File: config.mk
export PLATFORM = sky130hd
export DESIGN_NAME = scoreboard_regfile_flat
export DESIGN_NICKNAME = d
export VERILOG_FILES = /design/src/rtl/scoreboard_regfile_pkg.sv /design/src/rtl/scoreboard_regfile_if.sv /design/src/rtl/regfile_scoreboard.sv /design/src/rtl/scoreboard_regfile.sv /design/src/flat_wrapper.sv
export SDC_FILE = /design/constraint.sdc
export NUM_CORES = 1
export LEC_CHECK = 0
export BUFFER_PORTS_ARGS = -buffer_cell sky130_fd_sc_hd__buf_2
export CORE_ASPECT_RATIO = 0.7
export CORE_UTILIZATION = 40
export DETAILED_ROUTE_END_ITERATION = 12
export GPL_TIMING_DRIVEN = 0
export PLACE_DENSITY = 0.65
export SETUP_SLACK_MARGIN = 0.5
export SLEW_MARGIN = 20
export SYNTH_ARGS = -nofsm -noshare
export SYNTH_HDL_FRONTEND = slang
export SYNTH_SLANG_ARGS = --single-unit
File: constraint.sdc
create_clock -name clk -period 6.4 [get_ports clk]
set_input_delay 0.96 -clock clk [delete_from_list [all_inputs] [get_ports clk]]
set_output_delay 0.96 -clock clk [all_outputs]
set_load 0.005 [all_outputs]
File: src/rtl/scoreboard_regfile_pkg.sv
// Shared constants for the scoreboarded register file: default geometry and
// the RiSC-16 write-back source select encoding.
package scoreboard_regfile_pkg;

  localparam int DATA_W_DEF = 16;
  localparam int NREGS_DEF  = 8;

  typedef enum logic [1:0] {
    WB_SRC_MEM = 2'd0,
    WB_SRC_ALU = 2'd1,
    WB_SRC_PC1 = 2'd2
  } wb_src_e;

endpackage

File: src/rtl/scoreboard_regfile_if.sv
// Bundle of read, write-back and reservation signals of the scoreboarded
// register file; master drives requests, slave is the register file.
interface scoreboard_regfile_if
  import scoreboard_regfile_pkg::*;
#(
  parameter int DATA_W = DATA_W_DEF,
  parameter int NREGS  = NREGS_DEF
) ();

  localparam int ADDR_W = $clog2(NREGS);

  logic [ADDR_W-1:0] rd0_addr;
  logic [ADDR_W-1:0] rd1_addr;
  logic [DATA_W-1:0] rd0_data;
  logic [DATA_W-1:0] rd1_data;
  logic              rd0_busy;
  logic              rd1_busy;

  logic              wa_en;
  logic [ADDR_W-1:0] wa_addr;
  logic [DATA_W-1:0] wa_data;

  logic              wb_en;
  logic [ADDR_W-1:0] wb_addr;
  logic [DATA_W-1:0] wb_data;

  logic              rsv_en;
  logic [ADDR_W-1:0] rsv_addr;

  logic [NREGS-1:0]  busy_vec;
  logic [ADDR_W:0]   pend_cnt;
  logic              hazard;

  modport master (
    output rd0_addr, rd1_addr,
    output wa_en, wa_addr, wa_data,
    output wb_en, wb_addr, wb_data,
    output rsv_en, rsv_addr,
    input  rd0_data, rd1_data, rd0_busy, rd1_busy,
    input  busy_vec, pend_cnt, hazard
  );

  modport slave (
    input  rd0_addr, rd1_addr,
    input  wa_en, wa_addr, wa_data,
    input  wb_en, wb_addr, wb_data,
    input  rsv_en, rsv_addr,
    output rd0_data, rd1_data, rd0_busy, rd1_busy,
    output busy_vec, pend_cnt, hazard
  );

endinterface

File: src/rtl/regfile_scoreboard.sv
// Pending-load scoreboard: tracks busy registers, decides which write-backs
// are accepted this cycle and raises a one-cycle hazard for rejected writes.
module regfile_scoreboard
  import scoreboard_regfile_pkg::*;
#(
  parameter  int NREGS  = NREGS_DEF,
  localparam int ADDR_W = $clog2(NREGS),
  localparam int CNT_W  = ADDR_W + 1
) (
  input  logic              clk,
  input  logic              rst_n,
  input  logic              wa_en,
  input  logic [ADDR_W-1:0] wa_addr,
  input  logic              wb_en,
  input  logic [ADDR_W-1:0] wb_addr,
  input  logic              rsv_en,
  input  logic [ADDR_W-1:0] rsv_addr,
  input  logic [ADDR_W-1:0] rd0_addr,
  input  logic [ADDR_W-1:0] rd1_addr,
  output logic              wa_ok,
  output logic              wb_ok,
  output logic              rd0_busy,
  output logic              rd1_busy,
  output logic [NREGS-1:0]  busy_vec,
  output logic [CNT_W-1:0]  pend_cnt,
  output logic              hazard
);

  logic             wa_live;
  logic             wb_live;
  logic             wa_blocked;
  logic [NREGS-1:0] busy_nxt;
  logic [CNT_W-1:0] cnt_nxt;

  // Register 0 and the reset cycle never take part in write-back.
  assign wa_live    = rst_n && wa_en && (wa_addr != '0);
  assign wb_live    = rst_n && wb_en && (wb_addr != '0);
  assign wa_blocked = wa_live && (busy_vec[wa_addr] || (wb_live && (wb_addr == wa_addr)));
  assign wa_ok      = wa_live && !wa_blocked;
  assign wb_ok      = wb_live;

  assign rd0_busy = busy_vec[rd0_addr] && !(wb_live && (wb_addr == rd0_addr));
  assign rd1_busy = busy_vec[rd1_addr] && !(wb_live && (wb_addr == rd1_addr));

  // A same-cycle reservation is applied after the load clear, so it wins.
  always_comb begin
    busy_nxt = busy_vec;
    if (wb_live) begin
      busy_nxt[wb_addr] = 1'b0;
    end
    if (rsv_en && (rsv_addr != '0)) begin
      busy_nxt[rsv_addr] = 1'b1;
    end
    busy_nxt[0] = 1'b0;
    cnt_nxt = '0;
    for (int i = 0; i < NREGS; i++) begin
      cnt_nxt = cnt_nxt + CNT_W'(busy_nxt[i]);
    end
  end

  always_ff @(posedge clk) begin
    if (!rst_n) begin
      busy_vec <= '0;
      pend_cnt <= '0;
      hazard   <= 1'b0;
    end else begin
      busy_vec <= busy_nxt;
      pend_cnt <= cnt_nxt;
      hazard   <= wa_blocked || (wb_live && !busy_vec[wb_addr]);
    end
  end

endmodule

File: src/rtl/scoreboard_regfile.sv
// Two-read, two-write register file with write-through read bypass and a
// load scoreboard guarding against write-after-write on pending loads.
module scoreboard_regfile
  import scoreboard_regfile_pkg::*;
#(
  parameter int DATA_W = DATA_W_DEF,
  parameter int NREGS  = NREGS_DEF
) (
  input logic clk,
  input logic rst_n,
  scoreboard_regfile_if.slave bus
);

  logic              wa_ok;
  logic              wb_ok;
  logic [DATA_W-1:0] regs [NREGS];

  regfile_scoreboard #(.NREGS(NREGS)) u_sb (
    .clk      (clk),
    .rst_n    (rst_n),
    .wa_en    (bus.wa_en),
    .wa_addr  (bus.wa_addr),
    .wb_en    (bus.wb_en),
    .wb_addr  (bus.wb_addr),
    .rsv_en   (bus.rsv_en),
    .rsv_addr (bus.rsv_addr),
    .rd0_addr (bus.rd0_addr),
    .rd1_addr (bus.rd1_addr),
    .wa_ok    (wa_ok),
    .wb_ok    (wb_ok),
    .rd0_busy (bus.rd0_busy),
    .rd1_busy (bus.rd1_busy),
    .busy_vec (bus.busy_vec),
    .pend_cnt (bus.pend_cnt),
    .hazard   (bus.hazard)
  );

  // Accepted writes never share an address, so their order here is free.
  always_ff @(posedge clk) begin
    if (!rst_n) begin
      for (int i = 0; i < NREGS; i++) begin
        regs[i] <= '0;
      end
    end else begin
      if (wb_ok) begin
        regs[bus.wb_addr] <= bus.wb_data;
      end
      if (wa_ok) begin
        regs[bus.wa_addr] <= bus.wa_data;
      end
    end
  end

  always_comb begin
    bus.rd0_data = regs[bus.rd0_addr];
    if (wa_ok && (bus.wa_addr == bus.rd0_addr)) begin
      bus.rd0_data = bus.wa_data;
    end
    if (wb_ok && (bus.wb_addr == bus.rd0_addr)) begin
      bus.rd0_data = bus.wb_data;
    end
    if (bus.rd0_addr == '0) begin
      bus.rd0_data = '0;
    end
  end

  always_comb begin
    bus.rd1_data = regs[bus.rd1_addr];
    if (wa_ok && (bus.wa_addr == bus.rd1_addr)) begin
      bus.rd1_data = bus.wa_data;
    end
    if (wb_ok && (bus.wb_addr == bus.rd1_addr)) begin
      bus.rd1_data = bus.wb_data;
    end
    if (bus.rd1_addr == '0) begin
      bus.rd1_data = '0;
    end
  end

endmodule

File: src/flat_wrapper.sv
// flat-port wrapper written by rule: the top's interface ports become plain ports
module scoreboard_regfile_flat import scoreboard_regfile_pkg::*;
#(
  parameter int DATA_W = DATA_W_DEF,
  parameter int NREGS  = NREGS_DEF
)
  (clk, rst_n, bus_rd0_addr, bus_rd1_addr, bus_wa_en, bus_wa_addr, bus_wa_data, bus_wb_en, bus_wb_addr, bus_wb_data, bus_rsv_en, bus_rsv_addr, bus_rd0_data, bus_rd1_data, bus_rd0_busy, bus_rd1_busy, bus_busy_vec, bus_pend_cnt, bus_hazard);
  scoreboard_regfile_if #(.DATA_W(DATA_W), .NREGS(NREGS)) bus_i ();
  input logic clk;
  input logic rst_n;
  input wire logic [$bits(bus_i.rd0_addr)-1:0] bus_rd0_addr;
  input wire logic [$bits(bus_i.rd1_addr)-1:0] bus_rd1_addr;
  input wire logic [$bits(bus_i.wa_en)-1:0] bus_wa_en;
  input wire logic [$bits(bus_i.wa_addr)-1:0] bus_wa_addr;
  input wire logic [$bits(bus_i.wa_data)-1:0] bus_wa_data;
  input wire logic [$bits(bus_i.wb_en)-1:0] bus_wb_en;
  input wire logic [$bits(bus_i.wb_addr)-1:0] bus_wb_addr;
  input wire logic [$bits(bus_i.wb_data)-1:0] bus_wb_data;
  input wire logic [$bits(bus_i.rsv_en)-1:0] bus_rsv_en;
  input wire logic [$bits(bus_i.rsv_addr)-1:0] bus_rsv_addr;
  output wire logic [$bits(bus_i.rd0_data)-1:0] bus_rd0_data;
  output wire logic [$bits(bus_i.rd1_data)-1:0] bus_rd1_data;
  output wire logic [$bits(bus_i.rd0_busy)-1:0] bus_rd0_busy;
  output wire logic [$bits(bus_i.rd1_busy)-1:0] bus_rd1_busy;
  output wire logic [$bits(bus_i.busy_vec)-1:0] bus_busy_vec;
  output wire logic [$bits(bus_i.pend_cnt)-1:0] bus_pend_cnt;
  output wire logic [$bits(bus_i.hazard)-1:0] bus_hazard;
  assign bus_i.rd0_addr = bus_rd0_addr;
  assign bus_i.rd1_addr = bus_rd1_addr;
  assign bus_i.wa_en = bus_wa_en;
  assign bus_i.wa_addr = bus_wa_addr;
  assign bus_i.wa_data = bus_wa_data;
  assign bus_i.wb_en = bus_wb_en;
  assign bus_i.wb_addr = bus_wb_addr;
  assign bus_i.wb_data = bus_wb_data;
  assign bus_i.rsv_en = bus_rsv_en;
  assign bus_i.rsv_addr = bus_rsv_addr;
  assign bus_rd0_data = bus_i.rd0_data;
  assign bus_rd1_data = bus_i.rd1_data;
  assign bus_rd0_busy = bus_i.rd0_busy;
  assign bus_rd1_busy = bus_i.rd1_busy;
  assign bus_busy_vec = bus_i.busy_vec;
  assign bus_pend_cnt = bus_i.pend_cnt;
  assign bus_hazard = bus_i.hazard;
  scoreboard_regfile #(.DATA_W(DATA_W), .NREGS(NREGS)) u_core (.clk(clk), .rst_n(rst_n), .bus(bus_i));
endmodule
Yosys cells after proc, flatten, opt, wreduce, memory -nomap -nowiden:

Memories as Yosys holds them, arrays and structs flattened.
Cells that the tools add are included.

* equality and inequality tests: 5
* order comparisons: 7
* multiply operators: 0
* divide/modulo/power cells: 0
* mux-type cells: 33
* bitwise operators: 3
* reductions and logical operators: 30
* $add $sub $neg: 6
* shift operators: 0

Operator list (number)
* 2-to-1 mux 16 bit: 8
* OR reduction 16 bit: 2
* < comparator 3 x 4 -> 1 bit, second input constant: 5
* logical AND 1 bit: 17
* 2-to-1 mux 8 bit: 2
* equality test 3 bit: 5
* 2-to-1 mux 1 bit: 15
* adder 4 x 1 -> 4 bit: 3
* binary-select mux 1 bit (select 3 bit): 4
* nonzero test 3 bit: 3
* AND 8 bit: 1
* NOT 8 bit: 1
* bitwise OR 8 bit: 1
* demux 1 bit (select 3 bit): 2
* >= comparator 3 x 1 -> 1 bit, second input constant: 2
* logical NOT 3 bit: 2
* 2-to-1 mux 3 bit: 2
* adder 3 x 1 -> 4 bit: 1
* logical NOT 1 bit: 4
* adder 2 x 1 -> 3 bit: 1
* adder 1 x 1 -> 2 bit: 1
* logical OR 1 bit: 2

* word-level logic and storage cells: 89
* memories kept: 1
* register bits: 13
* ROM bits: 0
* bits in latches: 0
* RAM bits: 128
* input bits: 52
* output and inout bits: 47

Memory list
* u_core.regs: words 8, width 16, read ports 2, clocked after Yosys merged registers in 0, wr ports 8, RTL line scoreboard_regfile.sv:16 `logic [DATA_W-1:0] regs [NREGS];`

Logic depth before layout (Yosys ltp):

Gate-level depths: netlist of the first run.

* word-level depth: 15
* mapped depth: 11
* depth with buffers taken out: 10

Cells and area by module:

A second synthesis of the first run with hierarchy kept.

* cells, all modules: 780
* area, all modules: 9195.1 um^2

By module, submodules not included
* scoreboard_regfile: instances 1, area an instance 8220.4 um^2, sequential area each 3843.7 um^2, cells each 675
* regfile_scoreboard: instances 1, area an instance 974.7 um^2, sequential area each 220.2 um^2, cells each 105

Worst setup path before layout of the first run:

OpenSTA, ideal clock, no wires.

* kind: input to register
* start point: input port bus_wb_addr[2]
* end point: register u_core.u_sb.pend_cnt[1]
* data required time: 6.285 ns
* buffers on the path: 2
* setup slack: 2.461 ns
* library setup time: 0.115 ns
* stages: 10
* arrival: 3.824 ns
* path through: buf_2 clkbuf_1 or3_1 a22oi_1 fa_1 fa_1 fa_1 inv_1 fa_1 and2_1

* cells in the longest elaborated chain, start to end: 15
* elaborated cells between the ends (all ways): 18
* those cells by class: add/sub: 6; order compare: 2; mux: 4; bitwise: 3; reduce/logical: 3

RTL lines
* start, declared: RTL line flat_wrapper.sv:17 `input wire logic [$bits(bus_i.wb_addr)-1:0] bus_wb_addr;`
* < comparator 3 x 4 -> 1 bit (not written as such) / >= comparator 3 x 1 -> 1 bit (equally long branches): RTL line regfile_scoreboard.sv:49 `busy_nxt[wb_addr] = 1'b0;`
* logical AND 1 bit (not written as such): RTL line regfile_scoreboard.sv:49
* 2-to-1 mux 1 bit (not written as such): RTL line regfile_scoreboard.sv:49
* demux 1 bit (select 3 bit): RTL line regfile_scoreboard.sv:49
* NOT 8 bit (no source line)
* AND 8 bit (no source line)
* 2-to-1 mux 8 bit *: RTL line regfile_scoreboard.sv:48 `if (wb_live) begin`
* bitwise OR 8 bit (no source line)
* 2-to-1 mux 8 bit *: RTL line regfile_scoreboard.sv:51 `if (rsv_en && (rsv_addr != '0)) begin`
* adder 1 x 1 -> 2 bit: RTL line regfile_scoreboard.sv:57 `cnt_nxt = cnt_nxt + CNT_W'(busy_nxt[i]);`
* adder 2 x 1 -> 3 bit: RTL line regfile_scoreboard.sv:57
* adder 3 x 1 -> 4 bit: RTL line regfile_scoreboard.sv:57
* adder 4 x 1 -> 4 bit (2 in a row): RTL line regfile_scoreboard.sv:57
* adder 4 x 1 -> 4 bit *: RTL line regfile_scoreboard.sv:57
* named net u_core.u_sb.cnt_nxt[1]: RTL line regfile_scoreboard.sv:33 `logic [CNT_W-1:0] cnt_nxt;`
* end signal, assigned: RTL line regfile_scoreboard.sv:68 `pend_cnt <= cnt_nxt;`
* end, declared: RTL line regfile_scoreboard.sv:25 `output logic [CNT_W-1:0] pend_cnt,`

The timed path passes the listed nets; every way through them passes the cells marked *.
A chain may end at the register's enable or synchronous reset.

Final worst setup path of the first run:

* start point: input port bus_rd0_addr[0]
* end point: output port bus_rd0_data[5]

* cells in the longest elaborated chain, start to end: 5
* elaborated cells between the ends (all ways): 9
* those cells by class: eq/ne: 2; mux: 3; reduce/logical: 3; memory: 1

RTL lines
* start, declared: RTL line flat_wrapper.sv:11 `input wire logic [$bits(bus_i.rd0_addr)-1:0] bus_rd0_addr;`
* branches (longest 4 deep; another with memory read (8 x 16 bit))
* 2-to-1 mux 16 bit *: RTL line scoreboard_regfile.sv:62 `if (bus.rd0_addr == '0) begin`
* end, declared: RTL line flat_wrapper.sv:21 `output wire logic [$bits(bus_i.rd0_data)-1:0] bus_rd0_data;`

Every way passes the cells marked *.

==> impl_metrics.toml, run 1 <==
[synthesis]
ys_top_cells_by_area = "edfxtp_1, mux4_2, o21ai_0, nand2_1, mux2i_1"
ys_seq_elements = 139
ys_types = 51
yosysSeqAreaShare_pct = 45.15
synth_edf_count = 128
synth_top_flop_cell = "edfxtp_1"
netlist.area_leader.share_pct = 42.70
avgSynthCellArea_sq_um = 11.10
async_reset_ff_share_pct = 0
synth.largest_area_cell = "edfxtp_1"
ys_warn_count = 0
synthesis.area_sq_um = 9001
synth_cells = 811

[worst_setup_path]
slowest_stage = "clkbuf_1"
crit_path_max_fanout = 10
cp_common_cell = "buf_2"
path_cells = "buf_2, buf_2, buf_4, or3_1, clkbuf_1, o21ai_0, nor3_1, buf_2"
critPathTopFamily = "buffers and inverters"
max_stage_delay_ns = 0.52
crit_buf_inv = 5
startpoint_type = "primary input"
path_class = "primary input to primary output"
reg2reg_to = "u_core.regs[6][7]"
crit_path_end_kind = "primary output"
critPathArrivalTime_ns = 3.39
r2r-start = "u_core.u_sb.busy_vec[5]"
reg2reg_depth = 8
r2r_slack_ns = 3.34
crit_required_ns = 5.44

[clock_tree]
clock_sinks = 139
numCtsBuffers = 17
cts_tree = "yes"
cts_resized = 0
root_buffer = "clkbuf_16"
cts.path.max_buffers = 2
cts_hold_buf = 0
htreeDepth = 4
post_cts_buffers = 0
worstSkewPairLatency_ns = 0.43
cts.clk_slew.worst_paths_ns = 0.05

[min_path]
holdPathStages = 2
hold_end = "u_core.u_sb.busy_vec[3]"
hold_class = "flip-flop to flip-flop"
min_from = "u_core.u_sb.busy_vec[3]"

[final_layout]
layout_common_cells = "nand2_1, o21ai_0, edfxtp_1"
final_common_cell = "nand2_1"
post-route-util_pct = 48.30
antenna_cells = 0
final_area_sq_um = 10550
area_growth_pct = 17.24
final_nets = 986
drive_above_1_share_pct = 25.90

[drt]
finalWirelength_um = 31660
drc = 0
vias = 7712
wire_per_inst_um = 25.87
viasPerCell = 6.301
drtIter0Drc = 1466
drtPass1Iterations = 9
ant_nets = 0

[sta]
fin_crit_sh_pct = 68.04
finalClockSkew_ns = 0.009366
grt_setup_unrepaired = "no"
relSlewSlack_pct = 22.85
setup_viol = 0
tns_ns = 0
slew_viol_final = 0
fmax_mhz = 229.6
hold_viol_final = 0
tightest_slew_ns = 1.148
finalCriticalPeriod_ns = 4.355

[floorplanning]
core_sq_um = 21850
die_w_um = 181.3
die-area_sq_um = 23120
die_h_um = 127.5
num_rows = 45
num_io_pins = 99
initial_core_util_pct = 41.20

[placed_design]
portBuffers = 70
dpl.hpwl_um = 22160
place_area_sq_um = 9923
place.gp.congestion = 0.9265

[power]
power.density_nw_per_um2 = 243.1
ir_drop_mv = 0.1730
p_sw_mw = 0.6625
netSwitchingFraction_pct = 25.82
clockPowerShare_pct = 42.3
p_total_mw = 2.566
cell_internal_pwr_mw = 1.903
power.leakage_nw = 4.007
p_comb_share_pct = 16.3
pwr-share-seq_pct = 41.5

[flow_run]
maxCapViolCount = 0

[grt]
antenna_found_initial = 0
grt_usage_pct = 27.82
grt_pass1_wl_um = 45970
first_global_vias = 7218
grt_max_degree = 25
overflow = 0

[run_status]
status = "finished clean"
==> worst reg2reg max path, cell delays in order (launching register included) <==
cell and delay [ns]:
dfxtp_1 0.39, mux2i_1 0.16, mux4_2 0.35, and3b_4 0.31
nand3_4 0.16, buf_6 0.19, o211ai_1 0.69, buf_4 0.31
buf_4 0.19
==> power by group through the flow <==
stage,clock [mW],combinational (mW),sequential (mW)
after floorplan,0,0.254,1.07
after global routing,1.12,0.442,1.07
after global placement,0,0.392,1.08
after CTS,1.08,0.410,1.06
after detailed placement,0,0.408,1.08
final,1.08,0.417,1.06
==> synthesized netlist by cell type, drive strengths merged, types with 9 or more instances <==
master  count
nor2       31
a21oi      17
dfxtp      11
buf        49
mux2i      36
clkbuf     32
mux2       17
and3       17
o21ai     149
nand2     158
nor3       20
xnor2       9
edfxtp    128
mux4       67
==> metal layers <==
layer | vias up | track usage (%) | share of wire [%]
met5 | - | 0 | 0
met1 | 3775 | 39.49 | 41
met3 | 58 | 8.466 | 14
met2 | 619 | 40.27 | 43
met4 | 0 | 9.721 | 2.4
li1 | 3260 | - | -
==> worst max-delay path by stage <==
stage                         start                      end  slack, ns  cells after the start
floorplan            bus_wb_addr[2]  u_core.u_sb.pend_cnt[1]       2.46                     10
global route        bus_rd0_addr[0]          bus_rd0_data[5]       1.89                      8
finish              bus_rd0_addr[0]          bus_rd0_data[5]       2.05                      8
detailed placement   bus_wb_addr[0]  u_core.u_sb.pend_cnt[1]       2.14                     11
CTS                 bus_rd0_addr[0]          bus_rd0_data[5]       2.16                      8
global placement     bus_wb_addr[2]        u_core.regs[3][6]       1.83                      7
==> metrics by stage <==
stage / worst slack, ns / hold slack (ns) / instances
after detailed placement: 2.140 / 0.6763 / 1193
final: 2.045 / 0.7006 / 1224
after global placement: 1.833 / 0.6711 / 1180
after CTS: 2.158 / 0.7126 / 1224
after global routing: 1.885 / 0.7604 / 1224
after floorplan: 2.461 / 0.5874 / 828
==> cells by family after synthesis <==
family / after synthesis / share of synthesized area (%)
fa+ha+maj: 4 / 0.8897
flops: 139 / 45.15
mux: 120 / 22.89
buf+inv: 88 / 5.227
xor+xnor: 15 / 1.460
simple gates: 257 / 13.21
compound gates: 187 / 11.13
other cells: 1 / 0.04166
==> sequential cells by signal, indices dropped and copies added, names as in the netlist <==
signal and flops:
u_core.regs 128, u_core.u_sb.busy_vec 7, u_core.u_sb.hazard 1, u_core.u_sb.pend_cnt 3
==> final cells by class <==
type                    count  area, sq um
flip-flops and latches    139         4064
clock inverters            13        200.2
fillers                  2015        11290
clock buffers              18        429.2
multi-input cells         601         4568
repair buffers             83        467.9
plain buffers              81        444.2
well taps                 282        352.8
inverters                   7        26.28
Power figures use the tool's default switching activity.
==> run 2, diff against run 1 <==
Settings changed: PLACE_DENSITY 0.65 to 0.67.
Clock period 6.4 ns to 3.7 ns, I/O delays scaled along.
==> run 2 against run 1 <==
Effect of this change: critical path depth decreased by 1; largest power group is now sequential cells; clock power grew 61%; hold slack worse by 0.20 ns.
==> impl_metrics.toml, run 2 (synthesis results as in run 1) <==
[run_status]
status = "finished clean"

[sta]
finalCriticalPeriod_ns = 3.239
setup_viol = 0
slew_viol_final = 0
fin_crit_sh_pct = 87.54
hold_viol_final = 0
relSlewSlack_pct = 27.81
tns_ns = 0
fmax_mhz = 308.7
grt_setup_unrepaired = "no"
timing.hold.ws_ns = 0.4991
tightest_slew_ns = 1.076
finalClockSkew_ns = 0.01158

[worst_setup_path]
r2r-start = "u_core.u_sb.busy_vec[7]"
critPathArrivalTime_ns = 2.68
slowest_stage = "clkbuf_1"
startpoint_type = "primary input"
startpoint = "bus_wb_addr[1]"
crit_path_max_fanout = 10
crit_required_ns = 3.14
path_class = "primary input to primary output"
max_stage_delay_ns = 0.66
crit_path_end_kind = "primary output"
critPathTopFamily = "buffers and inverters"
path_cells = "clkbuf_4, o311a_1, nand4_1, clkbuf_1, o21ai_0, nor3_2, buf_2"
crit_buf_inv = 3

[final_layout]
largestRegisters = "u_core.regs (128), u_core.u_sb.busy_vec (7), u_core.u_sb.pend_cnt (3)"
final_common_cell = "nand2_1"
antenna_cells = 0
area_growth_pct = 18.38
top_register = "u_core.regs"
post-route-util_pct = 48.77
drive_above_1_share_pct = 29.10
layout_common_cells = "nand2_1, o21ai_0, edfxtp_1"
largest_reg_flops = 128
final_nets = 989

[floorplanning]
die_w_um = 181.3
num_io_pins = 99
num_rows = 45
initial_core_util_pct = 41.20
die-area_sq_um = 23120
core_sq_um = 21850
die_h_um = 127.5

[drt]
wire_per_inst_um = 26.24
ant_nets = 0
viasPerCell = 6.449
drtPass1Iterations = 8
finalWirelength_um = 32200
drtIter0Drc = 1412
vias = 7913
drc = 0

[clock_tree]
numCtsBuffers = 17
cts.path.max_buffers = 2
cts.clk_slew.worst_paths_ns = 0.06
root_buffer = "clkbuf_16"
post_cts_buffers = 0
clock_sinks = 139
htreeDepth = 4
worstSkewPairLatency_ns = 0.43
cts_tree = "yes"

[power]
ir_drop_mv = 0.3365
power.density_nw_per_um2 = 405.6
power.leakage_nw = 4.051

[grt]
first_global_vias = 7338
grt_max_degree = 25
antenna_found_initial = 1
overflow = 0
grt_pass1_wl_um = 46490
grt_usage_pct = 28.16

[placed_design]
portBuffers = 70
dpl.hpwl_um = 22510
place.gp.congestion = 0.9549

[min_path]
min_from = "bus_rsv_addr[2]"
hold_class = "primary input to flip-flop"

[flow_run]
maxCapViolCount = 0
[run 2: changes by cell type in the layout (fill, tap and decap cells not counted), sizes merged]
cell      delta
bufinv       -2
clkbuf       +3
clkinv       +1
clkinvlp     +1
[run 2: worst register-to-register path, cell delays in order (launching register included)]
cell and delay [ns]:
dfxtp_1 0.45, mux2i_1 0.12, mux4_2 0.56, and3b_4 0.27, nand2_4 0.17, buf_4 0.25
nand3_2 0.56
[run 2: layer usage]
| layer | track usage [%] | part of all wire [%] |
|---|---|---|
| met1 | 40.03 | 39 |
| met2 | 39.84 | 42 |
| met3 | 8.580 | 16 |
| met4 | 11.67 | 3.5 |
| met5 | 0 | 0.031 |
[run 2: path summary, 6_finish.rpt]
check,endpoint,slack [ns],depth (start not counted)
min reg2reg,u_core.u_sb.busy_vec[6],0.64,2
max reg2reg,u_core.regs[1][11],0.83,6
min,u_core.u_sb.busy_vec[4],0.50,3
max,bus_rd0_data[14],0.46,7
[run 2: what timing repair did]
item | 4_1_cts | 5_1_grt
hold buffers | 0 | 0
gates cloned | 0 | 0
resized for setup | 11 | 30
pin swaps | 0 | 1
endpoints found under the setup margin | 22 | 21
[run 2: area by class of cell]
type,count,area (sq um)
well taps,282,352.8
clock inverters,13,151.4
clock buffers,18,429.2
repair buffers,86,478.0
multi-input cells,601,4638
fillers,1989,11190
plain buffers,81,511.7
inverters,7,26.28
flip-flops and latches,139,4068
[run 2: through the flow]
stage               area, sq um  cells  power [mW]  worst slack (ns)
floorplan                  9131    828       2.304            0.3386
global placement           9834   1180       2.555           -0.4284
detailed placement        10000   1196       2.585           0.01077
CTS                       10610   1227       4.284            0.4347
global route              10660   1227       4.414            0.4585
finish                    10660   1227       4.322            0.4611
[run 2: power by group]
part | leakage, nW | internal (mW) | switching, mW
clock | 0.276 | 1.05 | 0.693
sequential | 1.45 | 1.80 | 0.0427
combinational | 2.33 | 0.315 | 0.422
